`config.mk`:
```
export PLATFORM = sky130hd
export DESIGN_NAME = pipelined_popcnt_accum
export DESIGN_NICKNAME = d
export VERILOG_FILES = /design/src/rtl/pipelined_popcnt_accum_pkg.sv /design/src/rtl/pipelined_popcnt_accum_tree.sv /design/src/rtl/pipelined_popcnt_accum.sv
export SDC_FILE = /design/constraint.sdc
export NUM_CORES = 1
export LEC_CHECK = 0
export ABC_AREA = 1
export CORE_MARGIN = 3
export CORE_UTILIZATION = 60
export DETAILED_ROUTE_END_ITERATION = 8
export DONT_BUFFER_PORTS = 1
export GPL_ROUTABILITY_DRIVEN = 0
export HOLD_SLACK_MARGIN = 0.08
export PLACE_DENSITY = 0.76
export SLEW_MARGIN = 20
export SYNTH_ARGS = -nofsm -noshare
export SYNTH_HDL_FRONTEND = slang
export SYNTH_HIERARCHICAL = 1
export SYNTH_SLANG_ARGS = --single-unit
```
`constraint.sdc`:
```
create_clock -name clk -period 13.4 [get_ports clk]
set_clock_uncertainty 0.05 [all_clocks]
set_input_delay 2.68 -clock clk [delete_from_list [all_inputs] [get_ports clk]]
set_output_delay 2.68 -clock clk [all_outputs]
set_load 0.02 [all_outputs]
```
`src/rtl/pipelined_popcnt_accum_pkg.sv`:
```
// Shared helpers for the pipelined popcount accumulator: latency and stage placement.
package popcnt_pkg;

    localparam int MIN_ACC_EXTRA = 1;

    function automatic int popcnt_latency(input int order, input int stage_every);
        return (stage_every == 0) ? 1 : ((order - 1) / stage_every) + 1;
    endfunction

    function automatic bit is_stage_level(input int level, input int stage_every);
        return (stage_every != 0) && (level > 0) && ((level % stage_every) == 0);
    endfunction

endpackage

```
`src/rtl/pipelined_popcnt_accum_tree.sv`:
```
// Recursive halving popcount tree; optional register slice after this node's level.
module popcnt_pipe_tree
    import popcnt_pkg::*;
#(
    parameter int ORDER       = 7,
    parameter int STAGE_EVERY = 2,
    parameter int LEVEL       = ORDER
) (
    input  logic                  clk,
    input  logic                  rst_n,
    input  logic                  advance,
    input  logic [2**LEVEL-1:0]   bits,
    input  logic                  in_valid,
    input  logic                  in_first,
    input  logic                  in_last,
    output logic [LEVEL:0]        sum,
    output logic                  out_valid,
    output logic                  out_first,
    output logic                  out_last
);

    localparam bit REG_HERE = (LEVEL < ORDER) && is_stage_level(LEVEL, STAGE_EVERY);

    logic [LEVEL:0] sum_c;
    logic           valid_c;
    logic           first_c;
    logic           last_c;

    if (LEVEL == 0) begin : g_leaf
        assign sum_c   = bits;
        assign valid_c = in_valid;
        assign first_c = in_first;
        assign last_c  = in_last;
    end else begin : g_node
        localparam int HALF = 2**(LEVEL-1);
        logic [LEVEL-1:0] lo_sum;
        logic [LEVEL-1:0] hi_sum;
        logic             hi_valid;
        logic             hi_first;
        logic             hi_last;
        logic             unused_hi;

        popcnt_pipe_tree #(.ORDER(ORDER), .STAGE_EVERY(STAGE_EVERY), .LEVEL(LEVEL-1)) u_lo (
            .clk(clk), .rst_n(rst_n), .advance(advance),
            .bits(bits[HALF-1:0]),
            .in_valid(in_valid), .in_first(in_first), .in_last(in_last),
            .sum(lo_sum), .out_valid(valid_c), .out_first(first_c), .out_last(last_c)
        );

        // Side-band travels only through the low half; the high half's copy is tied off.
        popcnt_pipe_tree #(.ORDER(ORDER), .STAGE_EVERY(STAGE_EVERY), .LEVEL(LEVEL-1)) u_hi (
            .clk(clk), .rst_n(rst_n), .advance(advance),
            .bits(bits[2*HALF-1:HALF]),
            .in_valid(1'b0), .in_first(1'b0), .in_last(1'b0),
            .sum(hi_sum), .out_valid(hi_valid), .out_first(hi_first), .out_last(hi_last)
        );

        assign unused_hi = ^{hi_valid, hi_first, hi_last};
        assign sum_c     = {1'b0, lo_sum} + {1'b0, hi_sum};
    end

    if (REG_HERE) begin : g_reg
        always_ff @(posedge clk or negedge rst_n) begin
            if (!rst_n) begin
                sum       <= '0;
                out_valid <= 1'b0;
                out_first <= 1'b0;
                out_last  <= 1'b0;
            end else if (advance) begin
                sum       <= sum_c;
                out_valid <= valid_c;
                out_first <= first_c;
                out_last  <= last_c;
            end
        end
    end else begin : g_comb
        logic unused_ctl;
        assign unused_ctl = ^{clk, rst_n, advance};
        assign sum        = sum_c;
        assign out_valid  = valid_c;
        assign out_first  = first_c;
        assign out_last   = last_c;
    end

endmodule

```
`src/rtl/pipelined_popcnt_accum.sv`:
```
// Streaming popcount with per-packet saturating sum and a valid/ready result register.
module pipelined_popcnt_accum
    import popcnt_pkg::*;
#(
    parameter int ORDER       = 7,
    parameter int STAGE_EVERY = 2,
    parameter int ACC_WIDTH   = 32
) (
    input  logic                  clk,
    input  logic                  rst_n,
    input  logic                  in_valid,
    output logic                  in_ready,
    input  logic [2**ORDER-1:0]   bitset,
    input  logic                  in_first,
    input  logic                  in_last,
    output logic                  out_valid,
    input  logic                  out_ready,
    output logic [ACC_WIDTH-1:0]  count,
    output logic                  overflow
);

    localparam int EXT_W = ACC_WIDTH + 1;

    if (ACC_WIDTH < ORDER + MIN_ACC_EXTRA) begin : g_width_check
        $error("ACC_WIDTH must be at least ORDER+1");
    end

    logic                 advance;
    logic                 t_valid;
    logic                 t_first;
    logic                 t_last;
    logic [ORDER:0]       t_sum;
    logic [ACC_WIDTH-1:0] acc;
    logic                 ovf_flag;
    logic [ACC_WIDTH-1:0] base;
    logic [EXT_W-1:0]     ext;
    logic                 saturated;
    logic [ACC_WIDTH-1:0] next_sum;
    logic                 next_ovf;

    assign advance  = !out_valid || out_ready;
    assign in_ready = advance;

    popcnt_pipe_tree #(.ORDER(ORDER), .STAGE_EVERY(STAGE_EVERY), .LEVEL(ORDER)) u_tree (
        .clk(clk), .rst_n(rst_n), .advance(advance),
        .bits(bitset),
        .in_valid(in_valid), .in_first(in_first), .in_last(in_last),
        .sum(t_sum), .out_valid(t_valid), .out_first(t_first), .out_last(t_last)
    );

    always_comb begin
        base      = t_first ? '0 : acc;
        ext       = {1'b0, base} + EXT_W'(t_sum);
        saturated = ext[ACC_WIDTH];
        next_sum  = saturated ? '1 : ext[ACC_WIDTH-1:0];
        next_ovf  = (!t_first && ovf_flag) || saturated;
    end

    always_ff @(posedge clk or negedge rst_n) begin
        if (!rst_n) begin
            acc       <= '0;
            ovf_flag  <= 1'b0;
            out_valid <= 1'b0;
            count     <= '0;
            overflow  <= 1'b0;
        end else if (advance) begin
            out_valid <= t_valid && t_last;
            if (t_valid) begin
                if (t_last) begin
                    count    <= next_sum;
                    overflow <= next_ovf;
                    acc      <= '0;
                    ovf_flag <= 1'b0;
                end else begin
                    acc      <= next_sum;
                    ovf_flag <= next_ovf;
                end
            end
        end
    end

endmodule

```
; ---- After elaboration in Yosys (flattened, before gate mapping)
; Index checks and enable logic that the tools add are counted.
[op_classes]
add_sub_neg = 128
muxes = 4
reduce_logical = 8
[op_table]
columns = operator, count
row1 = adder 1 x 1 -> 2 bit, 64
row2 = adder 2 x 2 -> 3 bit, 32
row3 = 2-to-1 mux 32 bit, 3
row4 = adder 3 x 3 -> 4 bit, 16
row5 = adder 4 x 4 -> 5 bit, 8
row6 = adder 32 x 8 -> 33 bit, 1
row7 = adder 5 x 5 -> 6 bit, 4
row8 = adder 6 x 6 -> 7 bit, 2
row9 = adder 7 x 7 -> 8 bit, 1
row10 = AND reduction 3 bit, 1
row11 = logical AND 1 bit, 2
row12 = logical NOT 1 bit, 2
row13 = logical OR 1 bit, 2
row14 = AND reduction 2 bit, 1
row15 = 2-to-1 mux 1 bit, 1
[totals]
ff_bits = 226
out_inout_bits = 35

; ---- Depth between registers and ports, before layout
; Gate-level depths: netlist (run 1).
[logic_depth]
depth_word = 4
mapped_depth = 20
depth_no_buf = 20

; ---- Cells and area by module
; Netlist (run 1), hierarchy kept.
[by_module_without_submodules]
columns = module, n_inst, cells_per_inst, area_each_um2, seq_area_each_um2
row1 = popcnt_pipe_tree (u_tree.g_node.u_hi.g_node.u_hi.g_node.u_hi.g_node.u_hi.g_node.u_hi ...), 32, 33, 276.5, 150.1
row2 = pipelined_popcnt_accum, 1, 637, 4446.8, 1676.6
row3 = popcnt_pipe_tree (u_tree.g_node.u_hi.g_node.u_hi.g_node.u_hi.g_node.u_hi.g_node.u_hi.g_node.u_hi.g_node.u_hi ...), 128, 4, 30.0, 0.0
row4 = popcnt_pipe_tree (u_tree.g_node.u_hi.g_node.u_hi.g_node.u_hi ...), 8, 54, 454.2, 200.2
row5 = popcnt_pipe_tree (u_tree.g_node.u_hi.g_node.u_hi.g_node.u_hi.g_node.u_hi ...), 16, 14, 102.6, 0.0
row6 = popcnt_pipe_tree (u_tree.g_node.u_hi ...), 2, 79, 623.1, 250.2
row7 = popcnt_pipe_tree (u_tree.g_node.u_hi.g_node.u_hi.g_node.u_hi.g_node.u_hi.g_node.u_hi.g_node.u_hi ...), 64, 2, 16.3, 0.0
row8 = popcnt_pipe_tree (u_tree.g_node.u_hi.g_node.u_hi ...), 2, 36, 212.7, 0.0
row9 = popcnt_pipe_tree (u_tree.g_node.u_lo.g_node.u_hi ...), 2, 31, 193.9, 0.0
row10 = popcnt_pipe_tree (u_tree), 1, 53, 316.6, 0.0

; ---- Worst setup path after synthesis (run 1)
; No wires, ideal clock.
[synth_path]
kind = input-to-output
start = in out_ready
end = out in_ready
arrival_ns = 7.602
slack_ns = 3.068
path_stages = 2
cell_sequence = inv_1 -> nand2_1
[synth_via]
elab_chain_cells = 1
[synth_rtl]
columns = item, line_no
row1 = start: declaration, pipelined_popcnt_accum.sv:17  ; input logic out_ready,
row2 = logical OR 1 bit, pipelined_popcnt_accum.sv:41  ; assign advance = !out_valid || out_ready;
row3 = end: declaration, pipelined_popcnt_accum.sv:12  ; output logic in_ready,
; Every way passes these cells.

; ---- Final worst setup path (run 1)
; Ends and elaborated chain as after synthesis.

==> flow_metrics.py, run 1 <==
metrics = {
    "synth": {
        "synth-warning-count": 6,
        "syn_nets": 2779,
        "syn_inst": 2358,
        "post_synth.cell_area_avg_sq_um": 7.74,
        "synth_area_sq_um": 18200,
    },
    "clock_network": {
        "cts_buffer_depth": 3,
        "postCtsResizedCells": 0,
        "hold_buffers": 0,
        "numCtsBuffers": 27,
        "cts_sinks": 226,
        "clk_latency_ps": 540,
        "cts_setup_buffers": 0,
        "cts_tree": "done",
        "path_clk_slew_ps": 60,
        "clock-root-buffer": "clkbuf_16",
        "htree_levels": 1,
    },
    "global_route": {
        "grt_pass1_wl_microns": 59400,
        "grt_busiest_layer": "met2",
        "grt_pass1_vias": 13600,
        "antenna_found_initial": 0,
        "use_met2": 0.378,
        "grt_max_degree": 227,
        "use_met3": 0.0273,
        "track_usage": 0.209,
        "met1_usage": 0.261,
        "gr-total-overflow": 0,
    },
    "die": {
        "dieArea_sq_um": 32500,
        "core_area_sq_um": 29800,
        "start_util": 0.612,
        "top_level_ports": 169,
        "die_h_microns": 180,
        "num_rows": 63,
        "die_w_microns": 180,
    },
    "sta": {
        "clock.fmax_mhz": 170,
        "slew_violations": 0,
        "period_minus_slack_ps": 5870,
        "rsz0062_at_grt": "false",
        "maxSlewHeadroom": 0.382,
        "report.final.hold_viol_count": 0,
        "worst_pin_slew_ps": 927,
        "finalCritPeriodShare": 0.438,
        "tns_ps": 0,
        "setup_viol": 0,
        "hold_slack_ps": 421,
    },
    "power": {
        "powerDensity_nw_per_um2": 244,
        "peakVddDrop_mv": 0.150,
        "p_leak_nw": 10.7,
        "total_power_mw": 4.51,
    },
    "final_layout": {
        "drive_gt1_frac": 0.0878,
        "area.growth.synth_to_final_pct": 1.32,
        "fin_util": 0.621,
        "num_antenna_cells": 0,
        "nNetsFinal": 2658,
        "stdcell_area_sq_um": 18500,
    },
    "detailed_routing": {
        "drtIter0Drc": 617,
        "drtPass1Iterations": 5,
        "post_drt_wl_per_cell_microns": 12.6,
        "drt_wl_total_microns": 33400,
        "route.detailed.drc": 0,
        "vias": 13400,
        "final_antenna_net_count": 0,
        "via_per_inst": 5.07,
    },
    "critical_path": {
        "cp.required_ps": 10670,
        "crit_chain": "inv_1, nand2_4",
        "worstSetupPathType": "primary input to output port",
        "critPathMaxFanout": 43,
        "crit_path_start_kind": "primary input",
        "slowest_delay_ps": 390,
        "arrival_ps": 3140,
        "cp-end-kind": "output port",
        "slowest_stage": "nand2_4",
        "critical_path.top_delay_family": "simple AND/OR/NAND/NOR gates",
        "crit_buf_inv": 1,
    },
    "job": {
        "cap_violations": 0,
    },
    "run_status": {
        "outcome": "complete, no violations",
    },
    "place": {
        "io_buffers": 0,
        "dp_hpwl_microns": 25200,
        "place_area_sq_um": 17600,
    },
    "worst_hold_path": {
        "hold_path.class": "flop to flop",
    },
}
layout by cell type, fill, tap and decap left out, drive strengths merged:
cell,count
a21oi,41
a31oi,7
and2,1
buf,5
bufinv,2
clkbuf,41
clkinv,6
dfrtp,226
fa,64
ha,223
inv,455
nand2,800
nand3,165
nand3b,8
nand4,9
nor2,109
o21ai,52
or2,6
xnor2,20
xor2,15
report_power, final:
group | internal (mW) | switching [mW]
registers | 0.907 | 0.165
clock network | 0.445 | 0.280
logic | 1.07 | 1.64
metrics by stage:
stage / instances / setup WS [ps]
6_report: 2645 / 7530
4_1_cts: 2645 / 7520
2_1_floorplan: 2358 / 4730
3_3_place_gp: 2598 / 7520
5_1_grt: 2645 / 7470
3_5_place_dp: 2598 / 7400
final cells by class:
class	count	area (sq um)
Inverter	457	1720
Clock buffer	41	798
Timing Repair Buffer	5	37.5
Clock inverter	6	83.8
Tap cell	390	488
Multi-Input combinational cell	1520	9710
Sequential cell	226	5660
Fill cell	2652	11300
path summary, 6_finish.rpt:
kind                                                   start  depth (start not counted)  slack, ps                            to
max in group asynchronous                              rst_n                          0      11250                     async pin
worst max register to register     u_tree/g_node.u_hi/sum[0]                         16       9620                        acc[2]
min in group asynchronous                              rst_n                          0       1790                     async pin
worst max-delay path                               out_ready                          2       7530                      in_ready
worst min register to register  u_tree/g_node.u_lo/out_valid                          2        420  u_tree/g_node.u_lo/out_valid
worst min-delay path            u_tree/g_node.u_lo/out_valid                          2        420  u_tree/g_node.u_lo/out_valid
metal layers:
metal	vias up	share of wire	wire, microns
met1	6226	0.44	14700
met2	269	0.49	16600
met5	-	0	0
li1	6843	-	-
met3	70	0.038	1280
met4	0	0.028	951
(Power assumes the default switching activity.)
==> run 2: changes to the inputs <==
clock period = 5.75 ns   (was 13.4 ns; I/O delays follow)
==> flow_metrics.py, run 2 (synthesis gave the netlist of run 1 again) <==
metrics = {
    "critical_path": {
        "arrival_ps": 3830,
        "worstSetupPathType": "flop to flop",
        "crit_path_start_kind": "flop",
        "critPathMaxFanout": 31,
        "cp-end-kind": "flop",
        "cp.required_ps": 6100,
    },
    "die": {
        "top_level_ports": 169,
        "die_h_microns": 180,
        "core_area_sq_um": 29800,
        "die_w_microns": 180,
        "num_rows": 63,
        "start_util": 0.612,
        "dieArea_sq_um": 32500,
    },
    "detailed_routing": {
        "wl_met3_microns": 1470,
        "top_layer": "met4",
        "drtPass1Iterations": 5,
        "via_per_inst": 5.07,
        "final_antenna_net_count": 0,
        "route.detailed.drc": 0,
        "drtIter0Drc": 610,
        "dr_wl_met2_microns": 16700,
        "post_drt_wl_per_cell_microns": 12.7,
        "drt_wl_total_microns": 33700,
        "m1WireLength_microns": 14700,
        "vias": 13400,
    },
    "power": {
        "pwr-share-comb": 0.596,
        "powerDensity_nw_per_um2": 569,
        "p_sw_frac": 0.462,
        "peakVddDrop_mv": 0.457,
        "p_leak_nw": 10.7,
        "seq_power_share": 0.239,
        "p_switching_mw": 4.86,
        "clockPowerShare": 0.165,
        "p_int_mw": 5.67,
    },
    "job": {
        "cap_violations": 0,
    },
    "sta": {
        "fin_ws_ps": 2270,
        "clock.fmax_mhz": 287,
        "maxSlewHeadroom": 0.340,
        "worst_pin_slew_ps": 989,
        "setup_viol": 0,
        "slew_violations": 0,
        "period_minus_slack_ps": 3480,
        "rsz0062_at_grt": "false",
        "report.final.hold_viol_count": 0,
        "tns_ps": 0,
        "finalCritPeriodShare": 0.605,
    },
    "global_route": {
        "track_usage": 0.210,
        "gr-total-overflow": 0,
        "grt_pass1_vias": 13600,
        "antenna_found_initial": 0,
        "grt_pass1_wl_microns": 59600,
        "grt_max_degree": 227,
    },
    "final_layout": {
        "nNetsFinal": 2657,
        "area.growth.synth_to_final_pct": 1.49,
        "mostFrequentLayoutCells": "786 x nand2_1, 401 x inv_1, 226 x dfrtp_1",
        "stdcell_area_sq_um": 18500,
        "drive_gt1_frac": 0.0887,
        "final_common_cell": "nand2_1",
        "num_antenna_cells": 0,
        "fillers": 2606,
        "stdcell_count": 2645,
        "fin_util": 0.622,
    },
    "place": {
        "place_area_sq_um": 17600,
        "dp_hpwl_microns": 25300,
        "pre_cts_ws_ps": 2070,
        "dp_cells": 2598,
        "io_buffers": 0,
    },
    "clock_network": {
        "clk_latency_ps": 540,
        "hold_buffers": 0,
        "numCtsBuffers": 26,
        "clock-root-buffer": "clkbuf_16",
        "cts_buffer_depth": 3,
        "htree_levels": 1,
        "cts_tree": "done",
        "cts_sinks": 226,
        "path_clk_slew_ps": 60,
        "postCtsResizedCells": 0,
        "cts_setup_buffers": 0,
    },
    "run_status": {
        "outcome": "complete, no violations",
    },
    "worst_hold_path": {
        "hold_path.class": "primary input to async pin",
    },
}
==> run 2: final timing paths <==
check / slack (ps) / cells past startpoint / to / from
setup / recovery: 2270 / 16 / acc[2] / u_tree/g_node.u_hi/sum[0]
hold / removal: 260 / 0 / async pin / rst_n
setup reg to reg: 2270 / 16 / acc[2] / u_tree/g_node.u_hi/sum[0]
hold reg to reg: 420 / 2 / flop / flop
max in group asynchronous: 5050 / 0 / async pin / rst_n
min in group clk: 420 / 2 / flop / flop
==> run 2: through the flow <==
step,total power [mW],hold slack (ps)
floorplan,7.58,392
global placement,8.43,405
detailed placement,8.76,410
CTS,10.6,252
global route,11.7,246
finish,10.5,265
==> run 2: area by class of cell <==
class	instances	area [sq um]	area share
well taps	390	488	0.0263
flip-flops and latches	226	5660	0.305
clock inverters	13	175	0.00946
inverters	457	1720	0.0929
clock buffers	34	732	0.0395
repair buffers	5	37.5	0.00203
multi-input cells	1520	9710	0.524
==> run 2: per-layer routing <==
metal  track usage  vias to the layer above
met5             0                        -
li1              -                     6836
met1         0.266                     6230
met2         0.380                      272
met3        0.0266                       69
met4        0.0556                        0
==> run 2: worst max-delay path, cell delays in order, from the launching register on <==
cell and delay (ps):
dfrtp_1 360, ha_1 180, inv_1 60, fa_1 410, inv_1 80, nand2_1 80
nand4_1 80, nand2_1 60, ha_1 350, nand2_1 110, inv_1 70, a21oi_1 270
a21oi_2 120, nand2_2 570, o21ai_0 290, nand2_1 120, o21ai_0 90
==> run 2: power groups by stage <==
stage	clock network, mW	registers, mW	logic (mW)
floorplan	0	2.41	5.17
global placement	0	2.53	5.91
detailed placement	0	2.54	6.22
CTS	1.78	2.52	6.28
global route	1.86	2.58	7.27
finish	1.74	2.52	6.27
==> run 3: changes to the inputs <==
PLACE_DENSITY = 0.79   (was 0.76)
clock period = 2.92 ns   (was 5.75 ns; I/O delays follow)
==> flow_metrics.py, run 3 (synthesis gave the netlist of run 1 again) <==
metrics = {
    "run_status": {
        "outcome": "finished with violations",
        "violations": "negative hold slack",
    },
    "sta": {
        "maxSlewHeadroom": 0.458,
        "slew_violations": 0,
        "worst_pin_slew_ps": 813,
        "clock.fmax_mhz": 351,
        "finalCritPeriodShare": 0.975,
        "fin_ws_ps": 74.3,
        "rsz0062_at_grt": "true",
        "tns_ps": 0,
        "report.final.hold_viol_count": 226,
        "hold_slack_ps": -313,
        "period_minus_slack_ps": 2850,
        "setup_viol": 0,
    },
    "clock_network": {
        "clk_latency_ps": 550,
        "clock-root-buffer": "clkbuf_16",
        "htree_levels": 1,
        "cts_tree": "done",
        "path_clk_slew_ps": 60,
        "cts_sinks": 226,
        "cts_buffer_depth": 3,
        "numCtsBuffers": 27,
    },
    "global_route": {
        "grt_pass1_vias": 13800,
        "track_usage": 0.215,
        "antenna_found_initial": 0,
        "grt_pass1_wl_microns": 60700,
        "grt_max_degree": 227,
        "gr-total-overflow": 0,
    },
    "power": {
        "p_leak_nw": 10.8,
        "powerDensity_nw_per_um2": 1130,
        "peakVddDrop_mv": 0.658,
    },
    "critical_path": {
        "crit_chain": "ha_2, inv_2, fa_2, nor2_2, nor2_1, xnor2_1, ha_1, nand2_2, nor2_4, nand2_2, a21oi_4, nand2_4, buf_12, nand2_1, nand2_1, o21ai_0",
        "cp.required_ps": 3320,
        "ff2ff_setup_slack_ps": 70,
        "arrival_ps": 3250,
        "worstSetupPathType": "flop to flop",
        "slowest_stage": "fa_2",
        "critPathMaxFanout": 12,
        "crit_path_start_kind": "flop",
        "slowest_delay_ps": 390,
        "cp-end-kind": "flop",
        "rr_worst_depth": 16,
    },
    "place": {
        "pre_cts_ws_ps": 9.05,
        "dp_hpwl_microns": 25400,
        "io_buffers": 0,
    },
    "detailed_routing": {
        "via_per_inst": 5.11,
        "drtIter0Drc": 714,
        "drtPass1Iterations": 5,
        "post_drt_wl_per_cell_microns": 13.2,
        "drt_wl_total_microns": 35100,
        "final_antenna_net_count": 0,
        "route.detailed.drc": 0,
        "vias": 13600,
    },
    "final_layout": {
        "drive_gt1_frac": 0.109,
        "fillers": 2511,
        "final_common_cell": "nand2_1",
        "num_antenna_cells": 0,
        "regArea_sq_um": 5660,
        "mostFrequentLayoutCells": "771 x nand2_1, 399 x inv_1, 226 x dfrtp_1",
        "nNetsFinal": 2674,
        "area.growth.synth_to_final_pct": 3.51,
        "multi_input_area_sq_um": 9880,
    },
    "die": {
        "num_rows": 63,
        "start_util": 0.612,
        "die_w_microns": 180,
        "die_h_microns": 180,
        "dieArea_sq_um": 32500,
        "top_level_ports": 169,
        "core_area_sq_um": 29800,
    },
    "worst_hold_path": {
        "hold_path.class": "primary input to async pin",
    },
    "job": {
        "cap_violations": 0,
    },
}
run 3: stage by stage:
step                      std cells  area, sq um   util  power [mW]
final                          2663        18900  0.634        21.3
after global routing           2663        18900  0.634        23.6
after CTS                      2653        18600  0.625        21.0
after detailed placement       2604        17700  0.593        17.3
after global placement         2604        17700  0.593        16.6
after floorplan                2358        18300      -        14.9
run 3: critical path: cells and delay by family, from the launching register on:
family	cells	cell delay [ps]
adders and majority gates	3	940
and+or+nand+nor	8	750
DFF	1	360
AOI/OAI and AO/OA	2	300
buffers and inverters	2	210
xor gates and xnor gates	1	120
run 3: timing repair:
action,in CTS,in global routing
endpoints found under the hold margin,226,226
gates resized for setup,1,43
pin swaps,0,16
setup buffers,0,8
cloned,0,2
setup endpoints to repair,16,66
run 3: metal layers:
metal | track usage | routed length, microns | up-vias
li1 | - | - | 6878
met1 | 0.268 | 14800 | 6379
met2 | 0.396 | 17900 | 300
met3 | 0.0291 | 1770 | 50
met4 | 0.0494 | 598 | 0
met5 | 0 | 0 | -
run 3: where the power goes:
| part | leakage, nW | internal, mW | switching, mW | total (mW) |
|---|---|---|---|---|
| logic | 7.52 | 5.13 | 7.66 | 12.8 |
| clock network | 0.457 | 2.22 | 1.32 | 3.54 |
| registers | 2.86 | 4.16 | 0.782 | 4.94 |
| total | 10.8 | 11.5 | 9.76 | 21.3 |
run 3: layout make-up:
cell class	instances	share of cell area
inverters	457	0.0911
repair buffers	20	0.0106
clock buffers	36	0.0391
well taps	390	0.0258
flip-flops and latches	226	0.299
clock inverters	13	0.0107
multi-input cells	1521	0.523
run 3: path summary, 6_finish.rpt:
path / start / to
hold / removal: rst_n / async pin
hold reg to reg: flop / flop
setup reg to reg: u_tree/g_node.u_lo/sum[0] / acc[4]
max in group asynchronous: rst_n / u_tree/g_node.u_lo/out_first
setup / recovery: u_tree/g_node.u_lo/sum[0] / acc[4]
min in group clk: in_first / flop
